===== src/rtl/mc_main_ctrl_if.sv =====
// Control bundle between the multicycle main controller and the datapath/memory side.
// master: controller; slave: datapath/memory (drives opcode and mem_ready).
interface mc_main_ctrl_if;
  logic [5:0] opcode;
  logic       mem_ready;
  logic [3:0] state;
  logic       mem_req;
  logic       mem_write;
  logic       iord;
  logic       ir_write;
  logic       pc_write;
  logic       branch_eq;
  logic       branch_ne;
  logic [1:0] pc_src;
  logic       reg_write;
  logic       reg_dst;
  logic       mem_to_reg;
  logic       alu_src_a;
  logic [1:0] alu_src_b;
  logic [2:0] alu_op;
  logic       instr_done;
  logic [1:0] exc_cause;

  modport master (
    input  opcode, mem_ready,
    output state, mem_req, mem_write, iord, ir_write, pc_write, branch_eq, branch_ne,
           pc_src, reg_write, reg_dst, mem_to_reg, alu_src_a, alu_src_b, alu_op,
           instr_done, exc_cause
  );

  modport slave (
    output opcode, mem_ready,
    input  state, mem_req, mem_write, iord, ir_write, pc_write, branch_eq, branch_ne,
           pc_src, reg_write, reg_dst, mem_to_reg, alu_src_a, alu_src_b, alu_op,
           instr_done, exc_cause
  );
endinterface


===== src/rtl/mc_main_ctrl.sv =====
// Multicycle MIPS main controller: fetch/decode/execute/memory/writeback sequencing
// with memory wait-state handshake, illegal-opcode trap and memory-timeout trap.
module mc_main_ctrl #(
  parameter int MEM_HANDSHAKE = 1,
  parameter int TIMEOUT       = 16
) (
  input logic          clk,
  input logic          rst,
  mc_main_ctrl_if.master bus
);

  typedef enum logic [3:0] {
    S_FETCH  = 4'd0,
    S_DECODE = 4'd1,
    S_MEMADR = 4'd2,
    S_MEMRD  = 4'd3,
    S_MEMWB  = 4'd4,
    S_MEMWR  = 4'd5,
    S_REXEC  = 4'd6,
    S_RWB    = 4'd7,
    S_BEQ    = 4'd8,
    S_IEXEC  = 4'd9,
    S_IWB    = 4'd10,
    S_JUMP   = 4'd11,
    S_BNE    = 4'd12,
    S_EXC    = 4'd13
  } state_t;

  localparam logic [5:0] OP_RTYPE = 6'b000000;
  localparam logic [5:0] OP_J     = 6'b000010;
  localparam logic [5:0] OP_BEQ   = 6'b000100;
  localparam logic [5:0] OP_BNE   = 6'b000101;
  localparam logic [5:0] OP_ADDI  = 6'b001000;
  localparam logic [5:0] OP_SLTI  = 6'b001010;
  localparam logic [5:0] OP_ANDI  = 6'b001100;
  localparam logic [5:0] OP_ORI   = 6'b001101;
  localparam logic [5:0] OP_XORI  = 6'b001110;
  localparam logic [5:0] OP_LW    = 6'b100011;
  localparam logic [5:0] OP_SW    = 6'b101011;

  localparam logic [1:0] EXC_NONE    = 2'b00;
  localparam logic [1:0] EXC_ILLEGAL = 2'b01;
  localparam logic [1:0] EXC_TIMEOUT = 2'b10;

  localparam logic [7:0] WAIT_LAST = 8'(TIMEOUT - 1);

  state_t     st, st_nx;
  logic [7:0] wait_cnt, wait_nx;
  logic [1:0] exc_q, exc_nx;
  logic [2:0] imm_op, imm_nx;

  logic       mem_done;
  logic       timeout_hit;
  logic       in_mem_state;

  logic       mem_req, mem_write, iord, ir_write, pc_write;
  logic       branch_eq, branch_ne, reg_write, reg_dst, mem_to_reg, alu_src_a;
  logic       instr_done;
  logic [1:0] pc_src, alu_src_b;
  logic [2:0] alu_op;

  assign mem_done     = (MEM_HANDSHAKE == 0) || bus.mem_ready;
  assign in_mem_state = (st == S_FETCH) || (st == S_MEMRD) || (st == S_MEMWR);
  // mem_ready on the final allowed cycle takes priority over the timeout
  assign timeout_hit  = (TIMEOUT != 0) && (MEM_HANDSHAKE != 0) && !bus.mem_ready &&
                        (wait_cnt == WAIT_LAST);

  always_ff @(posedge clk or posedge rst) begin
    if (rst) begin
      st       <= S_FETCH;
      wait_cnt <= '0;
      exc_q    <= EXC_NONE;
      imm_op   <= '0;
    end else begin
      st       <= st_nx;
      wait_cnt <= wait_nx;
      exc_q    <= exc_nx;
      imm_op   <= imm_nx;
    end
  end

  always_comb begin
    st_nx      = st;
    exc_nx     = exc_q;
    imm_nx     = imm_op;
    mem_req    = 1'b0;
    mem_write  = 1'b0;
    iord       = 1'b0;
    ir_write   = 1'b0;
    pc_write   = 1'b0;
    branch_eq  = 1'b0;
    branch_ne  = 1'b0;
    pc_src     = 2'b00;
    reg_write  = 1'b0;
    reg_dst    = 1'b0;
    mem_to_reg = 1'b0;
    alu_src_a  = 1'b0;
    alu_src_b  = 2'b00;
    alu_op     = 3'b000;
    instr_done = 1'b0;

    case (st)
      S_FETCH: begin
        mem_req   = 1'b1;
        alu_src_b = 2'b01;
        if (mem_done) begin
          ir_write = 1'b1;
          pc_write = 1'b1;
          st_nx    = S_DECODE;
        end else if (timeout_hit) begin
          st_nx  = S_EXC;
          exc_nx = EXC_TIMEOUT;
        end
      end
      S_DECODE: begin
        alu_src_b = 2'b11;
        case (bus.opcode)
          OP_LW, OP_SW: st_nx = S_MEMADR;
          OP_RTYPE:     st_nx = S_REXEC;
          OP_BEQ:       st_nx = S_BEQ;
          OP_BNE:       st_nx = S_BNE;
          OP_J:         st_nx = S_JUMP;
          OP_ADDI: begin st_nx = S_IEXEC; imm_nx = 3'b000; end
          OP_SLTI: begin st_nx = S_IEXEC; imm_nx = 3'b101; end
          OP_ANDI: begin st_nx = S_IEXEC; imm_nx = 3'b110; end
          OP_ORI:  begin st_nx = S_IEXEC; imm_nx = 3'b011; end
          OP_XORI: begin st_nx = S_IEXEC; imm_nx = 3'b100; end
          default: begin st_nx = S_EXC;   exc_nx = EXC_ILLEGAL; end
        endcase
      end
      S_MEMADR: begin
        alu_src_a = 1'b1;
        alu_src_b = 2'b10;
        st_nx     = (bus.opcode == OP_SW) ? S_MEMWR : S_MEMRD;
      end
      S_MEMRD: begin
        mem_req = 1'b1;
        iord    = 1'b1;
        if (mem_done) begin
          st_nx = S_MEMWB;
        end else if (timeout_hit) begin
          st_nx  = S_EXC;
          exc_nx = EXC_TIMEOUT;
        end
      end
      S_MEMWB: begin
        reg_write  = 1'b1;
        mem_to_reg = 1'b1;
        instr_done = 1'b1;
        st_nx      = S_FETCH;
      end
      S_MEMWR: begin
        mem_req   = 1'b1;
        iord      = 1'b1;
        mem_write = 1'b1;
        if (mem_done) begin
          instr_done = 1'b1;
          st_nx      = S_FETCH;
        end else if (timeout_hit) begin
          st_nx  = S_EXC;
          exc_nx = EXC_TIMEOUT;
        end
      end
      S_REXEC: begin
        alu_src_a = 1'b1;
        alu_op    = 3'b010;
        st_nx     = S_RWB;
      end
      S_RWB: begin
        reg_write  = 1'b1;
        reg_dst    = 1'b1;
        instr_done = 1'b1;
        st_nx      = S_FETCH;
      end
      S_BEQ: begin
        alu_src_a  = 1'b1;
        alu_op     = 3'b001;
        pc_src     = 2'b01;
        branch_eq  = 1'b1;
        instr_done = 1'b1;
        st_nx      = S_FETCH;
      end
      S_BNE: begin
        alu_src_a  = 1'b1;
        alu_op     = 3'b001;
        pc_src     = 2'b01;
        branch_ne  = 1'b1;
        instr_done = 1'b1;
        st_nx      = S_FETCH;
      end
      S_IEXEC: begin
        alu_src_a = 1'b1;
        alu_src_b = 2'b10;
        alu_op    = imm_op;
        st_nx     = S_IWB;
      end
      S_IWB: begin
        reg_write  = 1'b1;
        alu_op     = imm_op;
        instr_done = 1'b1;
        st_nx      = S_FETCH;
      end
      S_JUMP: begin
        pc_write   = 1'b1;
        pc_src     = 2'b10;
        instr_done = 1'b1;
        st_nx      = S_FETCH;
      end
      S_EXC: begin
        pc_write = 1'b1;
        pc_src   = 2'b11;
        st_nx    = S_FETCH;
      end
      default: st_nx = S_FETCH;
    endcase
  end

  // counter clears on any state change and saturates when the timeout is disabled
  always_comb begin
    wait_nx = wait_cnt;
    if (st_nx != st) begin
      wait_nx = '0;
    end else if (in_mem_state && !bus.mem_ready && (wait_cnt != '1)) begin
      wait_nx = wait_cnt + 8'd1;
    end
  end

  assign bus.state      = st;
  assign bus.mem_req    = mem_req;
  assign bus.mem_write  = mem_write;
  assign bus.iord       = iord;
  assign bus.ir_write   = ir_write;
  assign bus.pc_write   = pc_write;
  assign bus.branch_eq  = branch_eq;
  assign bus.branch_ne  = branch_ne;
  assign bus.pc_src     = pc_src;
  assign bus.reg_write  = reg_write;
  assign bus.reg_dst    = reg_dst;
  assign bus.mem_to_reg = mem_to_reg;
  assign bus.alu_src_a  = alu_src_a;
  assign bus.alu_src_b  = alu_src_b;
  assign bus.alu_op     = alu_op;
  assign bus.instr_done = instr_done;
  assign bus.exc_cause  = exc_q;

endmodule


===== src/flat_wrapper.sv =====
// flat-port wrapper written by rule: the top's interface ports become plain ports
module mc_main_ctrl_flat 
#(
  parameter int MEM_HANDSHAKE = 1,
  parameter int TIMEOUT       = 16
)
  (clk, rst, bus_opcode, bus_mem_ready, bus_state, bus_mem_req, bus_mem_write, bus_iord, bus_ir_write, bus_pc_write, bus_branch_eq, bus_branch_ne, bus_pc_src, bus_reg_write, bus_reg_dst, bus_mem_to_reg, bus_alu_src_a, bus_alu_src_b, bus_alu_op, bus_instr_done, bus_exc_cause);
  mc_main_ctrl_if bus_i ();
  input logic clk;
  input logic rst;
  input wire logic [$bits(bus_i.opcode)-1:0] bus_opcode;
  input wire logic [$bits(bus_i.mem_ready)-1:0] bus_mem_ready;
  output wire logic [$bits(bus_i.state)-1:0] bus_state;
  output wire logic [$bits(bus_i.mem_req)-1:0] bus_mem_req;
  output wire logic [$bits(bus_i.mem_write)-1:0] bus_mem_write;
  output wire logic [$bits(bus_i.iord)-1:0] bus_iord;
  output wire logic [$bits(bus_i.ir_write)-1:0] bus_ir_write;
  output wire logic [$bits(bus_i.pc_write)-1:0] bus_pc_write;
  output wire logic [$bits(bus_i.branch_eq)-1:0] bus_branch_eq;
  output wire logic [$bits(bus_i.branch_ne)-1:0] bus_branch_ne;
  output wire logic [$bits(bus_i.pc_src)-1:0] bus_pc_src;
  output wire logic [$bits(bus_i.reg_write)-1:0] bus_reg_write;
  output wire logic [$bits(bus_i.reg_dst)-1:0] bus_reg_dst;
  output wire logic [$bits(bus_i.mem_to_reg)-1:0] bus_mem_to_reg;
  output wire logic [$bits(bus_i.alu_src_a)-1:0] bus_alu_src_a;
  output wire logic [$bits(bus_i.alu_src_b)-1:0] bus_alu_src_b;
  output wire logic [$bits(bus_i.alu_op)-1:0] bus_alu_op;
  output wire logic [$bits(bus_i.instr_done)-1:0] bus_instr_done;
  output wire logic [$bits(bus_i.exc_cause)-1:0] bus_exc_cause;
  assign bus_i.opcode = bus_opcode;
  assign bus_i.mem_ready = bus_mem_ready;
  assign bus_state = bus_i.state;
  assign bus_mem_req = bus_i.mem_req;
  assign bus_mem_write = bus_i.mem_write;
  assign bus_iord = bus_i.iord;
  assign bus_ir_write = bus_i.ir_write;
  assign bus_pc_write = bus_i.pc_write;
  assign bus_branch_eq = bus_i.branch_eq;
  assign bus_branch_ne = bus_i.branch_ne;
  assign bus_pc_src = bus_i.pc_src;
  assign bus_reg_write = bus_i.reg_write;
  assign bus_reg_dst = bus_i.reg_dst;
  assign bus_mem_to_reg = bus_i.mem_to_reg;
  assign bus_alu_src_a = bus_i.alu_src_a;
  assign bus_alu_src_b = bus_i.alu_src_b;
  assign bus_alu_op = bus_i.alu_op;
  assign bus_instr_done = bus_i.instr_done;
  assign bus_exc_cause = bus_i.exc_cause;
  mc_main_ctrl #(.MEM_HANDSHAKE(MEM_HANDSHAKE), .TIMEOUT(TIMEOUT)) u_core (.clk(clk), .rst(rst), .bus(bus_i));
endmodule

===== config.mk =====
export PLATFORM = sky130hd
export DESIGN_NAME = mc_main_ctrl_flat
export DESIGN_NICKNAME = d
export VERILOG_FILES = /design/src/rtl/mc_main_ctrl_if.sv /design/src/rtl/mc_main_ctrl.sv /design/src/flat_wrapper.sv
export SDC_FILE = /design/constraint.sdc
export NUM_CORES = 1
export LEC_CHECK = 0
export CAP_MARGIN = 10
export CORE_MARGIN = 8
export CORE_UTILIZATION = 53
export DETAILED_ROUTE_END_ITERATION = 7
export PLACE_DENSITY = 0.88
export SYNTH_ARGS = -nofsm -noshare
export SYNTH_HDL_FRONTEND = slang
export SYNTH_SLANG_ARGS = --single-unit
export TNS_END_PERCENT = 5

===== constraint.sdc =====
create_clock -name clk -period 5.81 [get_ports clk]
set_clock_uncertainty 0.05 [all_clocks]
set_input_delay 1.162 -clock clk [delete_from_list [all_inputs] [get_ports clk]]
set_output_delay 1.162 -clock clk [all_outputs]
set_load 0.01 [all_outputs]

Word-level counts from Yosys, hierarchy flattened --
Cells that the tools add are included.
Operators by class: add/subtract/negate cells 1, equality and inequality tests 29, mux-type cells 30, reductions and logical operators 25
Operators with widths (number):
- $eq A6 B4 Y1 const B | 5
- $pmux W4 S7 | 1
- $eq A4 B4 Y1 const B | 6
- $pmux W4 S6 | 1
- $eq A4 B3 Y1 const B | 4
- $mux W4 | 4
- $mux W8 | 2
- $pmux W3 S5 | 1
- $eq A6 B3 Y1 const B | 2
- $eq A6 B6 Y1 const B | 2
- $pmux W2 S3 | 2
- $reduce_or A2 Y1 | 6
- $mux W1 | 11
- $reduce_or A11 Y1 | 1
- $reduce_or A5 Y1 | 2
- $pmux W3 S3 | 1
- $add A8 B1 Y8 const B | 1
- $eq A4 B2 Y1 const B | 2
- $eq A8 B4 Y1 const B | 1
- $ne A8 B8 Y1 const B | 1
- $eq A6 B2 Y1 const B | 1
- $logic_not A6 Y1 | 1
- $mux W2 | 3
- $reduce_or A3 Y1 | 2
- other kinds (16) | 22
Storage, ports and cells: register bits after elaboration 17, input port bits 9, output and inout port bits 25, logic and storage cells 89

Depth between registers and ports, before layout --
Gate-level depths: netlist of run 1.
depth in word-level cells 7, gate-level depth with buffers 8, mapped depth without buffers 7

Least setup slack after synthesis of run 1 --
No wires, ideal clock.
path kind in2out, start input port bus_mem_ready, end output port bus_instr_done, arrival 1.997 ns, required time 4.598 ns, setup slack 2.601 ns, stages on the path 4, path buffers 1, path through clkbuf_1 nor2b_1 o21ai_0 a221oi_1
Between the ends: longest elaborated chain between the ends 2
RTL lines:
- from (decl) | RTL line flat_wrapper.sv:12 | input wire logic [$bits(bus_i.mem_ready)-1:0] bus_mem_ready;
- $mux W1 | RTL line mc_main_ctrl.sv:156 | if (mem_done) begin
- $pmux W1 S2 | RTL line mc_main_ctrl.sv:102 | case (st)
- to (decl) | RTL line flat_wrapper.sv:28 | output wire logic [$bits(bus_i.instr_done)-1:0] bus_instr_done;
Every way passes these cells.

Worst setup path after layout of run 1 --
Ends and elaborated chain as after synthesis.

==> run summary, run 1 <==
Outcome = completed
Top-count cell post-synth = nor2_1
Syn nets = 199
Post-cts sizing count = 0
RR Startpoint = u_core.bus.state[0]
Largest family of logic cells by synthesized area = simple AND/OR/NAND/NOR gates
Commonest cells post-synth = 28 x nor2_1, 18 x nand2_1, 17 x dfrtp_1
Unrepaired setup endpoints after global routing = false
P per Cell Area = 426 nW/um^2
Max_cap viols = 0
CTS tree = yes
Hold Path Class = reg2reg
Setup crit start = bus_mem_ready
Synthesized area = 1400 sq um
Post-synth top area cell = dfrtp_1
Die height = 67.4 um
Switching share of power = 48.1%
Leakage = 0.659 nW
I/O pin cnt = 34
Post-DR vias/cell = 6.11
Mapped Cells = 189
Synth Area in Adders = 1.61%
Iteration-0 DRC Markers = 151
Seq cells post-synth = 17
Final nets = 225
Setup violators final = 0
DP Area = 1720 sq um
Top cells by area, synth = dfrtp_1 30%, nor2_1 7.5%, nand2_1 4.8%
Tcrit/Tclk final = 71.9%
Synthesis Warnings = 0
Psw = 357 uW
Aggregate global routing overflow = 0
First-pass GRT wire length = 6.10 mm
Clk_lat worst skew = 0.30 ns
Initial DRT Pass Iterations = 4
WL final = 3.84 mm
N_diodes = 0
Post-layout instance area = 1740 sq um
FP Rows = 18
Setup TNS = 0 ns
Post-Layout Cell Count = 244
Postcts setup bufs = 0
Synth top area share = 30.4%
Clock sinks = 17
Cells after DPL = 240
Clock Path Buffers = 2
Worst path required time = 4.60 ns
DRC viols = 0
EDFF count, synth = 0
Die area = 4540 sq um
Comb pwr share = 60.6%
Dominant synthesized flop cell = dfrtp_1
Worst IR drop on VDD = 0.315 mV
Final hold vios = 0
Mux cell area share after synthesis = 0.716%
XOR/XNOR Fraction of Synth Area = 6.89%
Max_slew headroom = 49.7%
Flop pwr share = 30.3%
Met3 Wirelength = 297 um
Crit start category = primary input
WL per Instance = 15.8 um
Avg Inst Size Synth = 7.39 sq um
Die Span X = 67.4 um
Total GRT Usage = 16.9%
H-tree depth = 1
Distinct cells, synth = 43
DPL Wire Length = 2.90 mm
Largest net degree at the start of global routing = 28
Post-Synth Simple-Gate Area = 33.9%
Worst-margin pin slew = 0.755 ns
Via count = 1491
Worst path arrival time = 2.97 ns
Seq/Total Area, Yosys = 30.4%
Wl on met1 = 1.67 mm
Worst Setup Path Type = in2out
Share of cells above drive strength 1 = 5.61%
Minimum clock period = 4.18 ns
Initial antenna violation count = 0
Max frequency = 239 MHz
FFs w/ async S/R, synth = 100%
Vias in the first global route = 1297
Antenna-violating nets left = 0
Max-slew violations = 0
Core area = 2500 sq um
Hold Path Origin = u_core.bus.exc_cause[1]
PortBufs = 33
Internal power = 386 uW
Hold Buf Count CTS = 0
Routed wl met2 = 1.83 mm
Crit path max fanout = 11
Top Layer Used = met4
CTS buffer count = 3
Initial Utilization = 55.9%
Clock Power Share = 9.0%
Critical path endpoint category = output port
Synth Area in Compound Gates = 20.7%
Clock root buffer master = clkbuf_4
Layout area overhead = 24.7%
Register clock-pin slew on the reported worst setup and hold paths = 0.10 ns
GPL Wtd Cong = 0.864
==> metal layers <==
layer / global-route usage [%] / up-vias
li1: - / 725
met1: 21.0 / 697
met2: 28.6 / 65
met3: 2.81 / 4
met4: 6.79 / 0
met5: 0 / -
==> worst max-delay path, stage by stage <==
cell	delay, ns
clkdlybuf4s50_1	0.67
nor2b_1	0.17
o21ai_0	0.09
a221oi_1	0.29
clkdlybuf4s50_1	0.59
==> kinds of logic (layout without fill, tap and decap cells) <==
family / after synthesis / count (layout)
mux: 1 / 1
fa+ha+maj: 2 / 2
compound gates: 45 / 45
simple gates: 93 / 93
buf+inv: 20 / 45
xor+xnor: 11 / 11
flops: 17 / 17
==> final cells by class <==
type,count,area (sq um)
Inverter,8,30.0
Multi-Input combinational cell,152,892
Tap cell,30,37.5
Timing Repair Buffer,33,330
Clock inverter,1,5.00
Fill cell,209,757
Sequential cell,17,425
Clock buffer,3,22.5
==> final timing paths <==
path,depth (start not counted),slack (ns),end
max reg2reg,6,2.99,u_core.wait_cnt[1]
max in group asynchronous,2,4.11,u_core.bus.state[1]
min,1,0.45,u_core.bus.exc_cause[1]
min in group asynchronous,2,1.18,u_core.bus.exc_cause[0]
max,5,1.63,bus_instr_done
min reg2reg,1,0.45,u_core.bus.exc_cause[1]
==> cells in the final DEF (no fill, tap or decap), types with 2 or more instances in the layout <==
master	count
a21oi_1	10
a31oi_1	3
and3_1	5
clkbuf_4	3
clkdlybuf4s50_1	33
dfrtp_1	17
inv_1	6
inv_2	2
nand2_1	18
nand2b_1	6
nand3_1	9
nor2_1	28
nor2b_1	6
nor3_1	7
nor3_2	3
nor4_1	4
o21a_1	3
o21ai_0	12
o21ai_1	2
o22ai_1	2
o311ai_0	2
o31ai_1	2
or4_1	2
xnor2_1	7
xor2_1	4
==> sequential cells by signal (all words and copies together) (netlist names) <==
signal,cells
u_core.bus.exc_cause,2
u_core.wait_cnt,8
u_core.imm_op,3
u_core.bus.state,4
==> metrics by stage <==
stage / hold WS [ns] / util, % / power (mW) / setup slack (ns)
floorplan: 0.420 / - / 0.482 / 2.60
global placement: 0.432 / 68.6 / 0.656 / 1.67
detailed placement: 0.433 / 68.6 / 0.672 / 1.65
CTS: 0.457 / 69.7 / 0.736 / 1.64
global route: 0.485 / 69.7 / 0.792 / 1.56
finish: 0.455 / 69.7 / 0.743 / 1.63
==> power by group through the flow <==
stage | clock, mW | combinational, mW | sequential [mW]
final | 0.0669 | 0.450 | 0.225
after global routing | 0.0699 | 0.489 | 0.233
after CTS | 0.0651 | 0.449 | 0.222
after detailed placement | 0 | 0.448 | 0.224
after global placement | 0 | 0.435 | 0.221
after floorplan | 0 | 0.315 | 0.168
Power figures use the tool's default switching activity.
==> run 2: changes to the inputs <==
- CORE_UTILIZATION: 53 -> 49
- PLACE_DENSITY: 0.88 -> 0.82
- clock period: 5.81 -> 4.3 ns (I/O delays scaled with it)
==> run 2 against run 1 <==
  * First-iteration DRC count grew 30%
  * Worst setup slack worse by 0.88 ns
  * Non-clock buffer count did not move
  * Critical path type unchanged
  * Largest power group unchanged
  * Highest routed layer unchanged
==> run summary, run 2 (synthesized netlist as in run 1, its figures left out) <==
Outcome = completed
Share of cells above drive strength 1 = 5.61% (unchanged)
Die Span X = 69.4 um (+3.1%)
Setup crit start = bus_mem_ready
RR Startpoint = u_core.bus.state[0]
Commonest non-fill, non-tap cell in the layout = clkdlybuf4s50_1
Post-cts sizing count = 0 (unchanged)
WL per Instance = 15.6 um (-1.3%)
Filler cell count = 241 (+15%)
Critical path endpoint category = output port
Worst Setup Path Type = in2out
N_diodes = 0 (unchanged)
Final nets = 225 (unchanged)
Commonest cells after routing, fill and taps aside = 33 x clkdlybuf4s50_1, 28 x nor2_1, 18 x nand2_1
Worst IR drop on VDD = 0.429 mV (+36%)
Postcts setup bufs = 0 (unchanged)
WL final = 3.81 mm (-0.86%)
Core area = 2730 sq um (+9.4%)
Tcrit/Tclk final = 82.6%
CTS tree = yes
Iteration-0 DRC Markers = 196 (+30%)
R2R depth = 6 (unchanged)
FP Rows = 19 (+1)
Max_cap viols = 0 (unchanged)
Worst path required time = 3.39 ns (-1.21 ns)
Vias in the first global route = 1329 (+2.5%)
Hold Buf Count CTS = 0 (unchanged)
Hold Path Origin = u_core.imm_op[2]
Pre-CTS setup slack = 0.758 ns (-0.888 ns)
Crit path max fanout = 11 (unchanged)
Multi-input gate area = 892 sq um (unchanged)
Hold Path Class = reg2reg
Leakage = 0.659 nW (unchanged)
Reg-to-Reg End = u_core.wait_cnt[0]
Via count = 1476 (-1.0%)
Layout area overhead = 24.8% (about the same)
Largest net degree at the start of global routing = 28 (unchanged)
Worst hold endpoint = u_core.imm_op[2]
Minimum clock period = 3.55 ns
Antenna-violating nets left = 0 (unchanged)
H-tree depth = 1 (unchanged)
Max-slew violations = 0 (unchanged)
Register clock-pin slew on the reported worst setup and hold paths = 0.11 ns (about the same)
Final hold vios = 0 (unchanged)
Die height = 69.4 um (+3.1%)
Initial DRT Pass Iterations = 5 (+1)
Worst-margin pin slew = 0.753 ns (-0.00223 ns)
Hold path depth = 1 (unchanged)
PortBufs = 33 (unchanged)
Die area = 4820 sq um (+6.2%)
Post-layout instance area = 1740 sq um (about the same)
Max frequency = 282 MHz
Largest reg by FF count = u_core.wait_cnt
Aggregate global routing overflow = 0 (unchanged)
Initial antenna violation count = 0 (unchanged)
Setup TNS = 0 ns (unchanged)
Post-DR vias/cell = 6.02 (-1.4%)
I/O pin cnt = 34 (unchanged)
P per Cell Area = 574 nW/um^2 (+35%)
Initial Utilization = 51.1% (-4.8 points)
Largest register FFs = 8 (unchanged)
Clock Path Buffers = 2 (unchanged)
Crit start category = primary input
CTS buffer count = 3 (unchanged)
Reg area = 425 sq um (unchanged)
Max_slew headroom = 49.8% (+0.15 points)
First-pass GRT wire length = 6.06 mm (-0.67%)
DP Area = 1720 sq um (about the same)
Worst path arrival time = 2.64 ns (-0.33 ns)
Clock root buffer master = clkbuf_4
R2R setup slack = 1.54 ns (-1.45 ns)
DPL Wire Length = 2.74 mm (-5.4%)
GPL Wtd Cong = 0.880 (+1.9%)
Clk_lat worst skew = 0.30 ns (about the same)
Total GRT Usage = 14.3% (-2.6 points)
Setup violators final = 0 (unchanged)
DRC viols = 0 (unchanged)
Final WS setup = 0.748 ns (-0.882 ns)
Power Total = 1.00 mW (+35%)
Clock sinks = 17 (unchanged)
Unrepaired setup endpoints after global routing = false
==> run 2: cell counts in the layout (fill, tap and decap cells not counted) <==
Identical to the previous run, type by type.
==> run 2: critical path, stage by stage <==
cell and delay, ns:
clkdlybuf4s50_1 0.66, nor2b_1 0.17, o21ai_0 0.09, a221oi_1 0.27, clkdlybuf4s50_1 0.59
==> run 2: per-stage QoR <==
stage	utilization (%)	instances	hold WS (ns)
after global placement	62.8	241	0.434
after floorplan	-	189	0.420
after global routing	63.8	245	0.500
final	63.8	245	0.480
after detailed placement	62.8	241	0.459
after CTS	63.8	245	0.485
==> run 2: final cells by class <==
cell class / count / share of cell area (%)
clock inverter: 1 / 0.287
tap: 31 / 2.22
inverter: 8 / 1.72
sequential: 17 / 24.4
clock buffer: 3 / 1.29
multi-input combinational: 152 / 51.1
timing repair buffer: 33 / 18.9
==> run 2: how the worst max path moves through the flow <==
stage                     cells after the start             end
final                                         5  bus_instr_done
after detailed placement                      5  bus_instr_done
after CTS                                     5  bus_instr_done
after global routing                          5  bus_instr_done
after floorplan                               4  bus_instr_done
after global placement                        5  bus_instr_done
==> run 2: where the power goes <==
part           switching [mW]  internal, mW  total, mW
Sequential              0.112         0.191      0.303
Combinational           0.311         0.296      0.607
Clock                  0.0557        0.0347     0.0904
Total                   0.479         0.521       1.00
==> run 2: routing by layer <==
layer / vias to the layer above / part of all wire [%] / track usage [%]
met3: 8 / 8.3 / 3.86
met2: 72 / 46 / 22.2
li1: 720 / - / -
met5: - / 0 / 0
met1: 676 / 44 / 18.3
met4: 0 / 1.5 / 5.47
